$ cat src/rtl/ssd1306_pkg.sv
// Shared constants for the emulated SSD1306 SPI front end: geometry, opcodes,
// addressing modes, command FSM states and reset defaults.
package ssd1306_pkg;

    localparam int unsigned X_SIZE    = 128;
    localparam int unsigned PAGES     = 8;
    localparam int unsigned COL_W     = 7;
    localparam int unsigned PAGE_W    = 3;
    localparam int unsigned FB_ADDR_W = 10;
    localparam int unsigned BYTE_W    = 8;

    typedef enum logic [1:0] {
        MODE_HORIZ = 2'd0,
        MODE_VERT  = 2'd1,
        MODE_PAGE  = 2'd2
    } addr_mode_t;

    typedef enum logic [1:0] {
        ST_IDLE  = 2'd0,
        ST_ARG1  = 2'd1,
        ST_ARG2  = 2'd2,
        ST_SKIP1 = 2'd3
    } cmd_state_t;

    localparam logic [7:0] OP_DISP_OFF  = 8'hAE;
    localparam logic [7:0] OP_DISP_ON   = 8'hAF;
    localparam logic [7:0] OP_INV_OFF   = 8'hA6;
    localparam logic [7:0] OP_INV_ON    = 8'hA7;
    localparam logic [7:0] OP_SEG_0     = 8'hA0;
    localparam logic [7:0] OP_SEG_1     = 8'hA1;
    localparam logic [7:0] OP_COM_0     = 8'hC0;
    localparam logic [7:0] OP_COM_1     = 8'hC8;
    localparam logic [7:0] OP_CONTRAST  = 8'h81;
    localparam logic [7:0] OP_MODE      = 8'h20;
    localparam logic [7:0] OP_COL_ADDR  = 8'h21;
    localparam logic [7:0] OP_PAGE_ADDR = 8'h22;
    localparam logic [7:0] OP_CHARGE    = 8'h8D;
    localparam logic [7:0] OP_MUX       = 8'hA8;
    localparam logic [7:0] OP_OFFSET    = 8'hD3;
    localparam logic [7:0] OP_CLKDIV    = 8'hD5;
    localparam logic [7:0] OP_PRECHG    = 8'hD9;
    localparam logic [7:0] OP_COMPINS   = 8'hDA;
    localparam logic [7:0] OP_VCOMH     = 8'hDB;

    localparam logic [BYTE_W-1:0] CONTRAST_RST = 8'h7F;
    localparam logic [COL_W-1:0]  COL_MAX      = COL_W'(X_SIZE - 1);
    localparam logic [PAGE_W-1:0] PAGE_MAX     = PAGE_W'(PAGES - 1);

endpackage

$ cat src/rtl/ssd1306_spi_rx.sv
// SPI mode-0 byte receiver: synchronises the MCU pins into sys_clk, detects
// scl rising edges and assembles MSB-first bytes tagged with dc.
module ssd1306_spi_rx
    import ssd1306_pkg::*;
#(
    parameter int unsigned SYNC_STAGES = 2
) (
    input  logic              sys_clk,
    input  logic              rst,
    input  logic              ss_n,
    input  logic              scl,
    input  logic              mosi,
    input  logic              dc,
    input  logic              oled_rst_n,
    output logic              panel_rst,
    output logic              byte_valid,
    output logic [BYTE_W-1:0] rx_byte,
    output logic              byte_dc
);

    logic [SYNC_STAGES-1:0] ss_n_sync;
    logic [SYNC_STAGES-1:0] scl_sync;
    logic [SYNC_STAGES-1:0] mosi_sync;
    logic [SYNC_STAGES-1:0] dc_sync;
    logic [SYNC_STAGES-1:0] prst_sync;
    logic                   scl_prev;
    logic [2:0]             bitcnt;
    logic [BYTE_W-2:0]      shift;
    logic                   ss_n_s;
    logic                   scl_s;
    logic                   mosi_s;
    logic                   dc_s;
    logic                   scl_rise;

    assign ss_n_s    = ss_n_sync[SYNC_STAGES-1];
    assign scl_s     = scl_sync[SYNC_STAGES-1];
    assign mosi_s    = mosi_sync[SYNC_STAGES-1];
    assign dc_s      = dc_sync[SYNC_STAGES-1];
    assign panel_rst = ~prst_sync[SYNC_STAGES-1];
    assign scl_rise  = scl_s & ~scl_prev & ~ss_n_s;

    // Synchronisers share one depth so mosi/dc are aligned with the scl edge.
    always_ff @(posedge sys_clk) begin
        if (!rst) begin
            ss_n_sync <= '1;
            scl_sync  <= '0;
            mosi_sync <= '0;
            dc_sync   <= '0;
            prst_sync <= '1;
        end else begin
            ss_n_sync <= {ss_n_sync[SYNC_STAGES-2:0], ss_n};
            scl_sync  <= {scl_sync[SYNC_STAGES-2:0], scl};
            mosi_sync <= {mosi_sync[SYNC_STAGES-2:0], mosi};
            dc_sync   <= {dc_sync[SYNC_STAGES-2:0], dc};
            prst_sync <= {prst_sync[SYNC_STAGES-2:0], oled_rst_n};
        end
    end

    always_ff @(posedge sys_clk) begin
        if (!rst || panel_rst) begin
            scl_prev   <= 1'b0;
            bitcnt     <= '0;
            shift      <= '0;
            byte_valid <= 1'b0;
            rx_byte    <= '0;
            byte_dc    <= 1'b0;
        end else begin
            scl_prev   <= scl_s;
            byte_valid <= 1'b0;
            if (ss_n_s) begin
                bitcnt <= '0;
                shift  <= '0;
            end else if (scl_rise) begin
                shift  <= {shift[BYTE_W-3:0], mosi_s};
                bitcnt <= bitcnt + 3'd1;
                if (bitcnt == 3'd7) begin
                    byte_valid <= 1'b1;
                    rx_byte    <= {shift, mosi_s};
                    byte_dc    <= dc_s;
                end
            end
        end
    end

endmodule

$ cat src/rtl/ssd1306_spi_ctrl.sv
// SSD1306 SPI front end: command decoder, GDDRAM pointer logic and display
// status registers feeding the frame buffer and renderer.
module ssd1306_spi_ctrl
    import ssd1306_pkg::*;
#(
    parameter int unsigned SYNC_STAGES = 2
) (
    input  logic                 sys_clk,
    input  logic                 rst,
    input  logic                 ss_n,
    input  logic                 scl,
    input  logic                 mosi,
    input  logic                 dc,
    input  logic                 oled_rst_n,
    output logic                 fb_we,
    output logic [FB_ADDR_W-1:0] fb_addr,
    output logic [BYTE_W-1:0]    fb_wdata,
    output logic                 display_on,
    output logic                 invert,
    output logic [BYTE_W-1:0]    contrast,
    output logic                 seg_remap,
    output logic                 com_flip
);

    logic              panel_rst;
    logic              byte_valid;
    logic [BYTE_W-1:0] rx_byte;
    logic              byte_dc;

    cmd_state_t        state;
    logic [BYTE_W-1:0] pend_op;
    addr_mode_t        mode;
    logic [COL_W-1:0]  col, col_start, col_end, col_nx;
    logic [PAGE_W-1:0] page, page_start, page_end, page_nx;

    ssd1306_spi_rx #(.SYNC_STAGES(SYNC_STAGES)) u_rx (
        .sys_clk    (sys_clk),
        .rst        (rst),
        .ss_n       (ss_n),
        .scl        (scl),
        .mosi       (mosi),
        .dc         (dc),
        .oled_rst_n (oled_rst_n),
        .panel_rst  (panel_rst),
        .byte_valid (byte_valid),
        .rx_byte    (rx_byte),
        .byte_dc    (byte_dc)
    );

    // Pointer position after a data write; wraps test equality with end only.
    always_comb begin
        col_nx  = col + 7'd1;
        page_nx = page;
        case (mode)
            MODE_HORIZ: begin
                if (col == col_end) begin
                    col_nx  = col_start;
                    page_nx = (page == page_end) ? page_start : page + 3'd1;
                end
            end
            MODE_VERT: begin
                col_nx = col;
                if (page == page_end) begin
                    page_nx = page_start;
                    col_nx  = (col == col_end) ? col_start : col + 7'd1;
                end else begin
                    page_nx = page + 3'd1;
                end
            end
            default: begin
                if (col == COL_MAX) col_nx = col_start;
            end
        endcase
    end

    always_ff @(posedge sys_clk) begin
        if (!rst || panel_rst) begin
            fb_we      <= 1'b0;
            fb_addr    <= '0;
            fb_wdata   <= '0;
            display_on <= 1'b0;
            invert     <= 1'b0;
            contrast   <= CONTRAST_RST;
            seg_remap  <= 1'b0;
            com_flip   <= 1'b0;
            state      <= ST_IDLE;
            pend_op    <= '0;
            mode       <= MODE_PAGE;
            col_start  <= '0;
            col_end    <= COL_MAX;
            page_start <= '0;
            page_end   <= PAGE_MAX;
            col        <= '0;
            page       <= '0;
        end else begin
            fb_we <= 1'b0;
            if (byte_valid && byte_dc) begin
                // Data always wins: any half-received command is dropped.
                fb_we    <= 1'b1;
                fb_addr  <= {page, col};
                fb_wdata <= rx_byte;
                col      <= col_nx;
                page     <= page_nx;
                state    <= ST_IDLE;
            end else if (byte_valid) begin
                case (state)
                    ST_IDLE: begin
                        case (rx_byte) inside
                            OP_DISP_OFF, OP_DISP_ON: display_on <= rx_byte[0];
                            OP_INV_OFF, OP_INV_ON:   invert     <= rx_byte[0];
                            OP_SEG_0, OP_SEG_1:      seg_remap  <= rx_byte[0];
                            OP_COM_0:                com_flip   <= 1'b0;
                            OP_COM_1:                com_flip   <= 1'b1;
                            [8'hB0:8'hB7]:           page       <= rx_byte[2:0];
                            [8'h00:8'h0F]:           col[3:0]   <= rx_byte[3:0];
                            [8'h10:8'h17]:           col[6:4]   <= rx_byte[2:0];
                            OP_CONTRAST, OP_MODE, OP_COL_ADDR, OP_PAGE_ADDR: begin
                                pend_op <= rx_byte;
                                state   <= ST_ARG1;
                            end
                            OP_CHARGE, OP_MUX, OP_OFFSET, OP_CLKDIV,
                            OP_PRECHG, OP_COMPINS, OP_VCOMH: state <= ST_SKIP1;
                            default: ;
                        endcase
                    end
                    ST_ARG1: begin
                        state <= ST_IDLE;
                        case (pend_op)
                            OP_CONTRAST: contrast <= rx_byte;
                            OP_MODE: begin
                                if (rx_byte[1:0] != 2'd3) mode <= addr_mode_t'(rx_byte[1:0]);
                            end
                            OP_COL_ADDR: begin
                                col_start <= rx_byte[6:0];
                                col       <= rx_byte[6:0];
                                state     <= ST_ARG2;
                            end
                            OP_PAGE_ADDR: begin
                                page_start <= rx_byte[2:0];
                                page       <= rx_byte[2:0];
                                state      <= ST_ARG2;
                            end
                            default: ;
                        endcase
                    end
                    ST_ARG2: begin
                        if (pend_op == OP_COL_ADDR) col_end  <= rx_byte[6:0];
                        else                        page_end <= rx_byte[2:0];
                        state <= ST_IDLE;
                    end
                    default: state <= ST_IDLE;
                endcase
            end
        end
    end

endmodule
$ cat config.mk
export PLATFORM = sky130hd
export DESIGN_NAME = ssd1306_spi_ctrl
export DESIGN_NICKNAME = d
export VERILOG_FILES = /design/src/rtl/ssd1306_pkg.sv /design/src/rtl/ssd1306_spi_rx.sv /design/src/rtl/ssd1306_spi_ctrl.sv
export SDC_FILE = /design/constraint.sdc
export NUM_CORES = 1
export LEC_CHECK = 0
export CORE_AREA = 5 5 102 104
export DETAILED_ROUTE_END_ITERATION = 10
export DIE_AREA = 0 0 107 109
export GPL_TIMING_DRIVEN = 0
export MAX_ROUTING_LAYER = met4
export PLACE_DENSITY = 0.72
export SYNTH_ARGS = -nofsm -noshare
export SYNTH_HDL_FRONTEND = slang
export SYNTH_SLANG_ARGS = --single-unit
$ cat constraint.sdc
create_clock -name sys_clk -period 2 [get_ports sys_clk]
set_clock_uncertainty 0.1 [all_clocks]
set_input_delay 0.5 -clock sys_clk [delete_from_list [all_inputs] [get_ports sys_clk]]
set_output_delay 0.5 -clock sys_clk [all_outputs]
set_load 0.02 [all_outputs]
* Word level (Yosys, flattened, before mapping)
Cells that the tools add are included.
** Operators by class
- Reduce and logical (&&, ||, !) cells :: 36
- Magnitude comparators :: 6
- Add/subtract/negate cells :: 3
- Bitwise operators :: 16
- Multiplexer cells :: 52
- Eq/ne operators :: 55
** Operators with widths (count)
- $eq A8 B8 Y1 const B :: 17
- $mux W3 :: 19
- $eq A8 B6 Y1 const B :: 6
- $mux W7 :: 6
- $ne A3 B3 Y1 const B :: 13
- $mux W4 :: 7
- $pmux W7 S2 :: 2
- $reduce_and A12 Y1 :: 2
- $reduce_and A4 Y1 :: 6
- $mux W2 :: 11
- $reduce_and A11 Y1 :: 2
- $ne A2 B2 Y1 const B :: 9
- $not A1 Y1 :: 14
- $pmux W3 S2 :: 2
- $reduce_or A2 Y1 :: 6
- $reduce_and A10 Y1 :: 1
- $reduce_and A5 Y1 :: 2
- $ge A8 B1 Y1 const B :: 1
- $ge A8 B5 Y1 const B :: 1
- $ge A8 B8 Y1 const B :: 1
- $le A8 B4 Y1 const B :: 1
- $le A8 B5 Y1 const B :: 1
- $le A8 B8 Y1 const B :: 1
- $add A7 B1 Y7 const B :: 1
- other kinds (24) :: 36
** Word-level totals
- Word-level logic and storage cells :: 197
- Flip-flop bits (word level) :: 104

* Logic depth before layout (Yosys ltp)
Gate-level depths: netlist of the first run.
- Word-level depth :: 13
- Depth in mapped cells :: 8
- Mapped depth without buffers :: 7

* Modules after synthesis
Synthesis of the first run repeated with hierarchy kept, for this count alone.
** Second synthesis, totals
- Cells, all modules :: 547
- Area total of the unflattened synthesis :: 4932.2 um^2
** By module, submodules not included
- ssd1306_spi_ctrl :: cells an instance 436, seq. area each 1461.4 um^2, area an instance 3717.3 um^2, instances 1
- ssd1306_spi_rx :: cells an instance 111, seq. area each 620.6 um^2, area an instance 1214.9 um^2, instances 1

* Worst setup path after synthesis of the first run
OpenSTA, ideal clock, no wires.
- Kind :: register -> register
- Start :: register pend_op[1]
- End :: register col[4]
- Stages on the path, launching flop included :: 8
- Setup slack :: -0.115 ns
- Period minus slack after synthesis :: 2.115 ns
- Arrival :: 1.896 ns
- Path through :: dfxtp_1 clkbuf_1 or4b_1 nor2_1 o2bb2ai_1 nor3_4 o21ai_0 o221a_2
** On the way
- Longest elaborated chain between the ends :: 3
** RTL lines
- start, declared :: line ssd1306_spi_ctrl.sv:31 : logic [BYTE_W-1:0] pend_op;
- start signal, assigned :: line ssd1306_spi_ctrl.sv:118 : pend_op <= rx_byte;
- $eq A8 B6 Y1 :: line ssd1306_spi_ctrl.sv:128 : case (pend_op)
- $ne A3 B3 Y1 (no line)
- $reduce_and A12 Y1 (no line)
- end signal, assigned :: line ssd1306_spi_ctrl.sv:102 : col <= col_nx;
- end signal, assigned :: line ssd1306_spi_ctrl.sv:116 : [8'h10:8'h17]: col[6:4] <= rx_byte[2:0];
- end signal, assigned :: line ssd1306_spi_ctrl.sv:135 : col <= rx_byte[6:0];
- end, declared :: line ssd1306_spi_ctrl.sv:33 : logic [COL_W-1:0] col, col_start, col_end, col_nx;
Every way passes these cells.
A chain may end at the register's enable or synchronous reset.

* Final worst setup path of the first run
- Start :: register pend_op[6]
- End :: register page[2]
** On the way
- Longest elaborated chain between the ends :: 3
** RTL lines
- $eq A8 B6 Y1 :: line ssd1306_spi_ctrl.sv:128
- $ne A3 B2 Y1 (no line)
- $reduce_and A11 Y1 (no line)
- end signal, assigned :: line ssd1306_spi_ctrl.sv:103 : page <= page_nx;
- end signal, assigned :: line ssd1306_spi_ctrl.sv:114 : [8'hB0:8'hB7]: page <= rx_byte[2:0];
- end signal, assigned :: line ssd1306_spi_ctrl.sv:140 : page <= rx_byte[2:0];
- end, declared :: line ssd1306_spi_ctrl.sv:34 : logic [PAGE_W-1:0] page, page_start, page_end, page_nx;
Every way passes these cells.

==> out/summary.md, run 1 <==
## Cells and area
• post-layout utilization of the core: 0.5934
• fin cells: 700
• design area: 5613 sq um
• number of nets in the finished design: 592
• number of diodes: 0
• ratio of cells with drive above 1 in the final layout: 0.1706
• relative area change from synthesis to final layout: 23.21%

## Global route
• pin count of the biggest net entering global routing: 17
• antenna violations before repair: 0
• global-route wire length before repair: 18.64 mm
• total congestion overflow: 0
• global-route usage over all layers: 0.2076
• via count of the first global-routing pass: 3791

## Floorplan
• chip width: 107 um
• I/O pin count: 38
• die area: 11660 sq um
• core region area: 9459 sq um
• Std-Cell Rows: 36
• starting utilization of the core area: 0.4816
• die outline height: 109 um

## Worst setup path
• endpoint class of the critical path: flip-flop
• data required time at the worst endpoint: 2.18 ns
• Critical Path Source Type: flip-flop
• arrival time of data at the critical path endpoint: 2.39 ns
• critical path class: flip-flop to flip-flop
• maximum net fanout on the critical path: 6

## Drt
• number of DRC violations after detailed routing: 0
• DRT antenna net count: 0
• total wire length after detailed routing: 11.40 mm
• detailed-route vias per instance: 5.553
• drt wl/cell: 16.28 um
• vias after detailed routing: 3887
• starting DRC count in detailed routing: 291
• Detailed Routing Iterations Pass 1: 4

## Yosys
• number of enable-type register cells in the synthesized netlist: 0
• share of flip-flops with an asynchronous set or reset after synthesis: 0
• ys flop type: dfxtp_1
• number of synthesized register bits: 104
• syn nets: 535
• most frequent cells after synthesis: 104 x dfxtp_1, 101 x nand2_1, 48 x mux2i_1, 44 x nor2_1, 40 x a21oi_1
• top cells by area in the synthesized netlist: dfxtp_1 46%, mux2i_1 11%, nand2_1 8.3%
• distinct cell type count of the synthesized netlist: 59
• post-synthesis cell type with the largest combined area: dfxtp_1
• Synthesis Warnings: 0
• post-synthesis instance area: 4556 sq um
• Post-Synthesis Cells: 524
• top-area cell type share of the netlist area: 0.4570
• sequential-to-total area share from yosys stat: 0.4570
• most frequently used cell type in the post-synthesis netlist: dfxtp_1
• Avg Synthesized Cell Area: 8.694 sq um

## STA
• fin crit period: 2.217 ns
• actual transition at the worst max-transition pin: 0.7381 ns
• count of pins over their slew limit: 0
• Period Utilization, post-route: 1.108
• final hold violation count: 0
• RSZ-0062 raised after global routing: true
• Achievable Freq: 451.1 MHz
• final-report setup violation count: 41
• Final WS setup: -0.2166 ns
• remaining max-slew budget at the tightest pin: 0.5079

## Power and ir drop
• Final Power: 0.003345 W
• total power divided by cell area: 596.0 nW/um^2
• VDD IR-drop max: 406.8 uV
• total leakage power: 2.101 nW

## Hold path
• worst min-delay path category: flip-flop to flip-flop

## Run
• maxcap violations: 0

## Placed design
• gp weighted congestion: 0.9096
• quantity of I/O buffers inserted on ports: 37
• pre-CTS setup slack: -0.5250 ns
• post-place instance area: 5097 sq um
• HPWL Detailed: 7.750 mm
• instance count after placement with tap cells included: 675

## Clocking
• CTS clk-pin slew, worst paths: 0.09 ns
• maximum count of clock buffers along a single path: 2
• CTS tree: yes
• Worst-Skew Late Latency: 0.37 ns
• number of H-tree levels: 3
• cts hold-fix bufs: 0
• number of sinks handled by clock tree synthesis: 104
• buffer cell driving the clock tree root: clkbuf_8
• Inserted Clock Buffers: 9

## Status
• violations in the final reports: negative setup slack
• outcome: finished, violations left

## registers in the layout, summed over array words and instances (netlist names), 7 cells and up
signal and cells:
contrast 8, col 7, u_rx.rx_byte 8, col_end 7
u_rx.shift 7, col_start 7, fb_addr 10, fb_wdata 8
pend_op 8
## report_power, final
| part | internal, W | total, W | switching [W] |
|---|---|---|---|
| registers | 0.00207 | 0.00207 | 0.00000271 |
| clock network | 0.000491 | 0.00119 | 0.000703 |
| logic | 0.0000245 | 0.0000771 | 0.0000526 |
| total | 0.00259 | 0.00335 | 0.000758 |
## cell type report
type	instances	area (sq um)
Multi-Input combinational cell	377	2489
Inverter	2	7.507
Clock inverter	4	30.03
Tap cell	114	142.6
Fill cell	835	3846
Clock buffer	12	145.1
Sequential cell	104	2110
Buffer	33	173.9
Timing Repair Buffer	54	515.5
## cell usage in the layout (no fill, tap or decap), types with 3 or more instances in the layout
| master | count |
|---|---|
| buf_2 | 3 |
| nor2_4 | 4 |
| buf_4 | 12 |
| or4_4 | 3 |
| dfxtp_1 | 92 |
| dfxtp_4 | 5 |
| o211ai_1 | 3 |
| xor2_1 | 3 |
| clkbuf_1 | 17 |
| nand3b_1 | 3 |
| or4b_4 | 3 |
| nand2_1 | 100 |
| and3_1 | 6 |
| xnor2_1 | 12 |
| o21ai_1 | 6 |
| nand2b_1 | 10 |
| nor3_1 | 5 |
| buf_6 | 4 |
| dfxtp_2 | 7 |
| and2_1 | 9 |
| a21oi_2 | 3 |
| nand3_1 | 15 |
| mux2i_1 | 47 |
| nor2b_1 | 5 |
| clkbuf_2 | 7 |
| a21oi_1 | 36 |
| clkbuf_8 | 10 |
| clkdlybuf4s50_1 | 36 |
| nor2_1 | 40 |
| a211oi_1 | 3 |
| o21ai_0 | 7 |
| a31oi_1 | 4 |
| clkbuf_4 | 5 |
| ha_1 | 4 |
## kinds of logic (layout without fill, tap and decap cells)
logic type | after synthesis | after routing | synth area share
buf+inv | 43 | 105 | 0.03543
xor+xnor | 16 | 16 | 0.03076
flops | 104 | 104 | 0.4570
simple gates | 225 | 225 | 0.2381
fa+ha+maj | 4 | 4 | 0.01099
compound gates | 84 | 84 | 0.1222
mux | 48 | 48 | 0.1055
## per-stage QoR
step	hold slack, ns	TNS [ns]
floorplan	0.2863	-0.1565
global placement	0.2911	-18.85
detailed placement	0.3006	-20.27
CTS	0.3243	-3.520
global route	0.3434	-7.391
finish	0.3171	-3.839
## critical path, cell delays in order (launching register included)
cell and delay, ns:
dfxtp_2 0.34, or4b_4 0.56, nor4_2 0.31, o21ai_1 0.14, a311oi_4 0.39, nor2_1 0.10
a311oi_1 0.19
## path summary, 6_finish.rpt
| kind | start | end | slack, ns | cells after the start |
|---|---|---|---|---|
| worst min-delay path | u_rx.prst_sync[0] | u_rx.prst_sync[1] | 0.32 | 1 |
| worst max register to register | pend_op[6] | page[2] | -0.22 | 6 |
| worst max-delay path | pend_op[6] | page[2] | -0.22 | 6 |
| worst min register to register | u_rx.prst_sync[0] | u_rx.prst_sync[1] | 0.32 | 1 |
## per-layer routing
| metal | global-route usage | part of all wire | vias up |
|---|---|---|---|
| met1 | 0.2533 | 0.45 | 1837 |
| met2 | 0.3336 | 0.47 | 103 |
| li1 | - | - | 1912 |
| met4 | 0.09315 | 0.034 | 0 |
| met3 | 0.04263 | 0.047 | 35 |
| met5 | - | 0 | - |
## timing repair
item,in CTS,in global routing
gates cloned,1,0
resized for setup,44,40
buffers inserted,13,3
endpoints found under the setup margin,72,78
pin swaps,13,17
(Power assumes the default switching activity.)
==> inputs of run 2 (changes only) <==
--- a/config.mk
+++ b/config.mk
@@ -5,12 +5,12 @@
 export SDC_FILE = /design/constraint.sdc
 export NUM_CORES = 1
 export LEC_CHECK = 0
-export CORE_AREA = 5 5 102 104
+export CORE_AREA = 5 5 101 103
 export DETAILED_ROUTE_END_ITERATION = 10
-export DIE_AREA = 0 0 107 109
+export DIE_AREA = 0 0 106 108
 export GPL_TIMING_DRIVEN = 0
 export MAX_ROUTING_LAYER = met4
-export PLACE_DENSITY = 0.72
+export PLACE_DENSITY = 0.73
 export SYNTH_ARGS = -nofsm -noshare
 export SYNTH_HDL_FRONTEND = slang
 export SYNTH_SLANG_ARGS = --single-unit
==> out/summary.md, run 2 (synthesis gave the netlist of run 1 again) <==
## Power and ir drop
• VDD IR-drop max: 458.3 uV, +13%
• total leakage power: 2.136 nW, +1.7%
• total power divided by cell area: 610.8 nW/um^2, +2.5%
• Final Power: 0.003426 W, +2.4%

## Worst setup path
• data required time at the worst endpoint: 2.21 ns, +0.03 ns
• Critical Path Source Type: flip-flop
• Worst R2R End: mode[0]
• r2r worst-path depth: 6, unchanged
• source of the worst register-to-register timing path: pend_op[4]
• worst reg2reg setup slack: -0.21 ns, about the same
• critical path class: flip-flop to flip-flop
• maximum net fanout on the critical path: 3, -3
• endpoint class of the critical path: flip-flop
• arrival time of data at the critical path endpoint: 2.42 ns, +0.03 ns

## Clocking
• number of sinks handled by clock tree synthesis: 104, unchanged
• Inserted Clock Buffers: 9, unchanged
• CTS clk-pin slew, worst paths: 0.11 ns, +0.02 ns
• Worst-Skew Late Latency: 0.38 ns, about the same
• CTS tree: yes
• maximum count of clock buffers along a single path: 2, unchanged
• number of H-tree levels: 3, unchanged
• buffer cell driving the clock tree root: clkbuf_8
• cts hold-fix bufs: 0, unchanged

## Cells and area
• leading cell types in the layout, fill and taps excluded: 101 x nand2_1, 90 x dfxtp_1, 48 x mux2i_1
• number of diodes: 0, unchanged
• number of flip-flops in the largest register: 10, unchanged
• Reg with most FFs: fb_addr
• relative area change from synthesis to final layout: 23.13%, about the same
• post-layout utilization of the core: 0.6158, +0.02241
• number of nets in the finished design: 588, -0.68%
• design area: 5609 sq um, about the same
• fill count: 753, -9.8%
• leading cell type in the layout, fill and taps excluded: nand2_1
• ratio of cells with drive above 1 in the final layout: 0.1735, +0.002891

## Drt
• number of DRC violations after detailed routing: 0, unchanged
• drt wl/cell: 16.72 um, +2.7%
• total wire length after detailed routing: 11.59 mm, +1.7%
• DRT antenna net count: 0, unchanged
• Detailed Routing Iterations Pass 1: 5, +1
• starting DRC count in detailed routing: 338, +16%
• detailed-route vias per instance: 5.732, +3.2%
• vias after detailed routing: 3972, +2.2%

## STA
• fin crit period: 2.212 ns, -0.004198 ns
• RSZ-0062 raised after global routing: true
• actual transition at the worst max-transition pin: 0.7607 ns, +0.02263 ns
• Final WS setup: -0.2124 ns, +0.004198 ns
• final hold violation count: 0, unchanged
• final-report setup violation count: 14, -66%
• count of pins over their slew limit: 0, unchanged
• Hold WS: 0.3207 ns, +0.003609 ns
• Period Utilization, post-route: 1.106, -0.002099
• Achievable Freq: 452.0 MHz, +0.19%
• remaining max-slew budget at the tightest pin: 0.4928, -0.01509

## Global route
• global-route usage over all layers: 0.2118, +0.004211
• pin count of the biggest net entering global routing: 20, +3
• via count of the first global-routing pass: 3696, -2.5%
• global-route wire length before repair: 18.60 mm, -0.18%
• total congestion overflow: 0, unchanged
• antenna violations before repair: 0, unchanged

## Placed design
• pre-CTS setup slack: -0.5778 ns, -0.05278 ns
• HPWL Detailed: 7.900 mm, +1.9%
• gp weighted congestion: 0.9081, -0.16%
• quantity of I/O buffers inserted on ports: 37, unchanged
• post-place instance area: 5094 sq um, about the same

## Floorplan
• chip width: 106 um, -0.93%
• core region area: 9109 sq um, -3.7%
• I/O pin count: 38, unchanged
• die outline height: 108 um, -0.92%
• starting utilization of the core area: 0.5001, +0.01852
• Std-Cell Rows: 35, -2.8%
• die area: 11450 sq um, -1.8%

## Run
• maxcap violations: 0, unchanged

## Status
• outcome: finished, violations left
• violations in the final reports: negative setup slack

## Hold path
• worst hold stages: 1, unchanged
• terminating pin of the worst hold path: u_rx.prst_sync[1]
• Min-Delay Startpoint: u_rx.prst_sync[0]
• worst min-delay path category: flip-flop to flip-flop

[run 2: changes by cell type in the layout (fill, tap and decap cells not counted), sizes merged]
| cell | delta |
|---|---|
| clkbuf | -3 |
| buf | -3 |
| inv | +3 |
| clkdlybuf4s50 | -9 |
| clkinv | -1 |
| dlymetal6s2s | +9 |
[run 2: worst max-delay path, cell delays in order, from the launching register on]
cell and delay, ns:
dfxtp_2 0.34, or4b_4 0.58, or3_4 0.36, or4_4 0.47, nor2_4 0.12, nor2_2 0.05, nor3_2 0.14
[run 2: layout make-up]
type                            instances  area [sq um]  share of cell area
Multi-Input combinational cell        377          2494              0.4446
Inverter                                2         7.507            0.001338
Clock inverter                          6         63.81             0.01138
Sequential cell                       104          2115              0.3770
Clock buffer                           10         127.6             0.02275
Buffer                                 35         177.7             0.03168
Tap cell                              111         138.9             0.02476
Timing Repair Buffer                   48         485.5             0.08655
[run 2: stage by stage]
stage | setup TNS [ns] | std cells
3_3_place_gp | -19.44 | 672
2_1_floorplan | -0.1565 | 524
3_5_place_dp | -22.23 | 672
5_1_grt | -2.344 | 693
6_report | -1.112 | 693
4_1_cts | -4.470 | 691
[run 2: timing repair]
action / CTS / global route
pin swaps: 5 / 10
gates cloned: 0 / 0
resized for setup: 32 / 72
endpoints found under the setup margin: 74 / 78
buffers inserted: 5 / 6
[run 2: how the worst max path moves through the flow]
stage / startpoint / end / slack [ns] / depth (start not counted)
final: pend_op[4] / mode[0] / -0.21 / 6
after global routing: pend_op[4] / mode[0] / -0.28 / 6
after CTS: pend_op[4] / mode[0] / -0.19 / 6
after detailed placement: rst / col[3] / -0.58 / 6
after global placement: rst / col[3] / -0.49 / 6
after floorplan: pend_op[4] / mode[0] / -0.08 / 6
[run 2: power by group]
part | switching, W | leakage (nW) | internal [W]
logic | 0.0000549 | 1.19 | 0.0000249
clock network | 0.000784 | 0.0937 | 0.000488
registers | 0.00000265 | 0.849 | 0.00207
[run 2: metal layers]
| metal | track usage | vias to the layer above | share of wire |
|---|---|---|---|
| met3 | 0.04418 | 22 | 0.064 |
| met4 | 0.08048 | 0 | 0.020 |
| met5 | - | - | 0 |
| met1 | 0.2672 | 1902 | 0.44 |
| li1 | - | 1905 | - |
| met2 | 0.3365 | 143 | 0.47 |
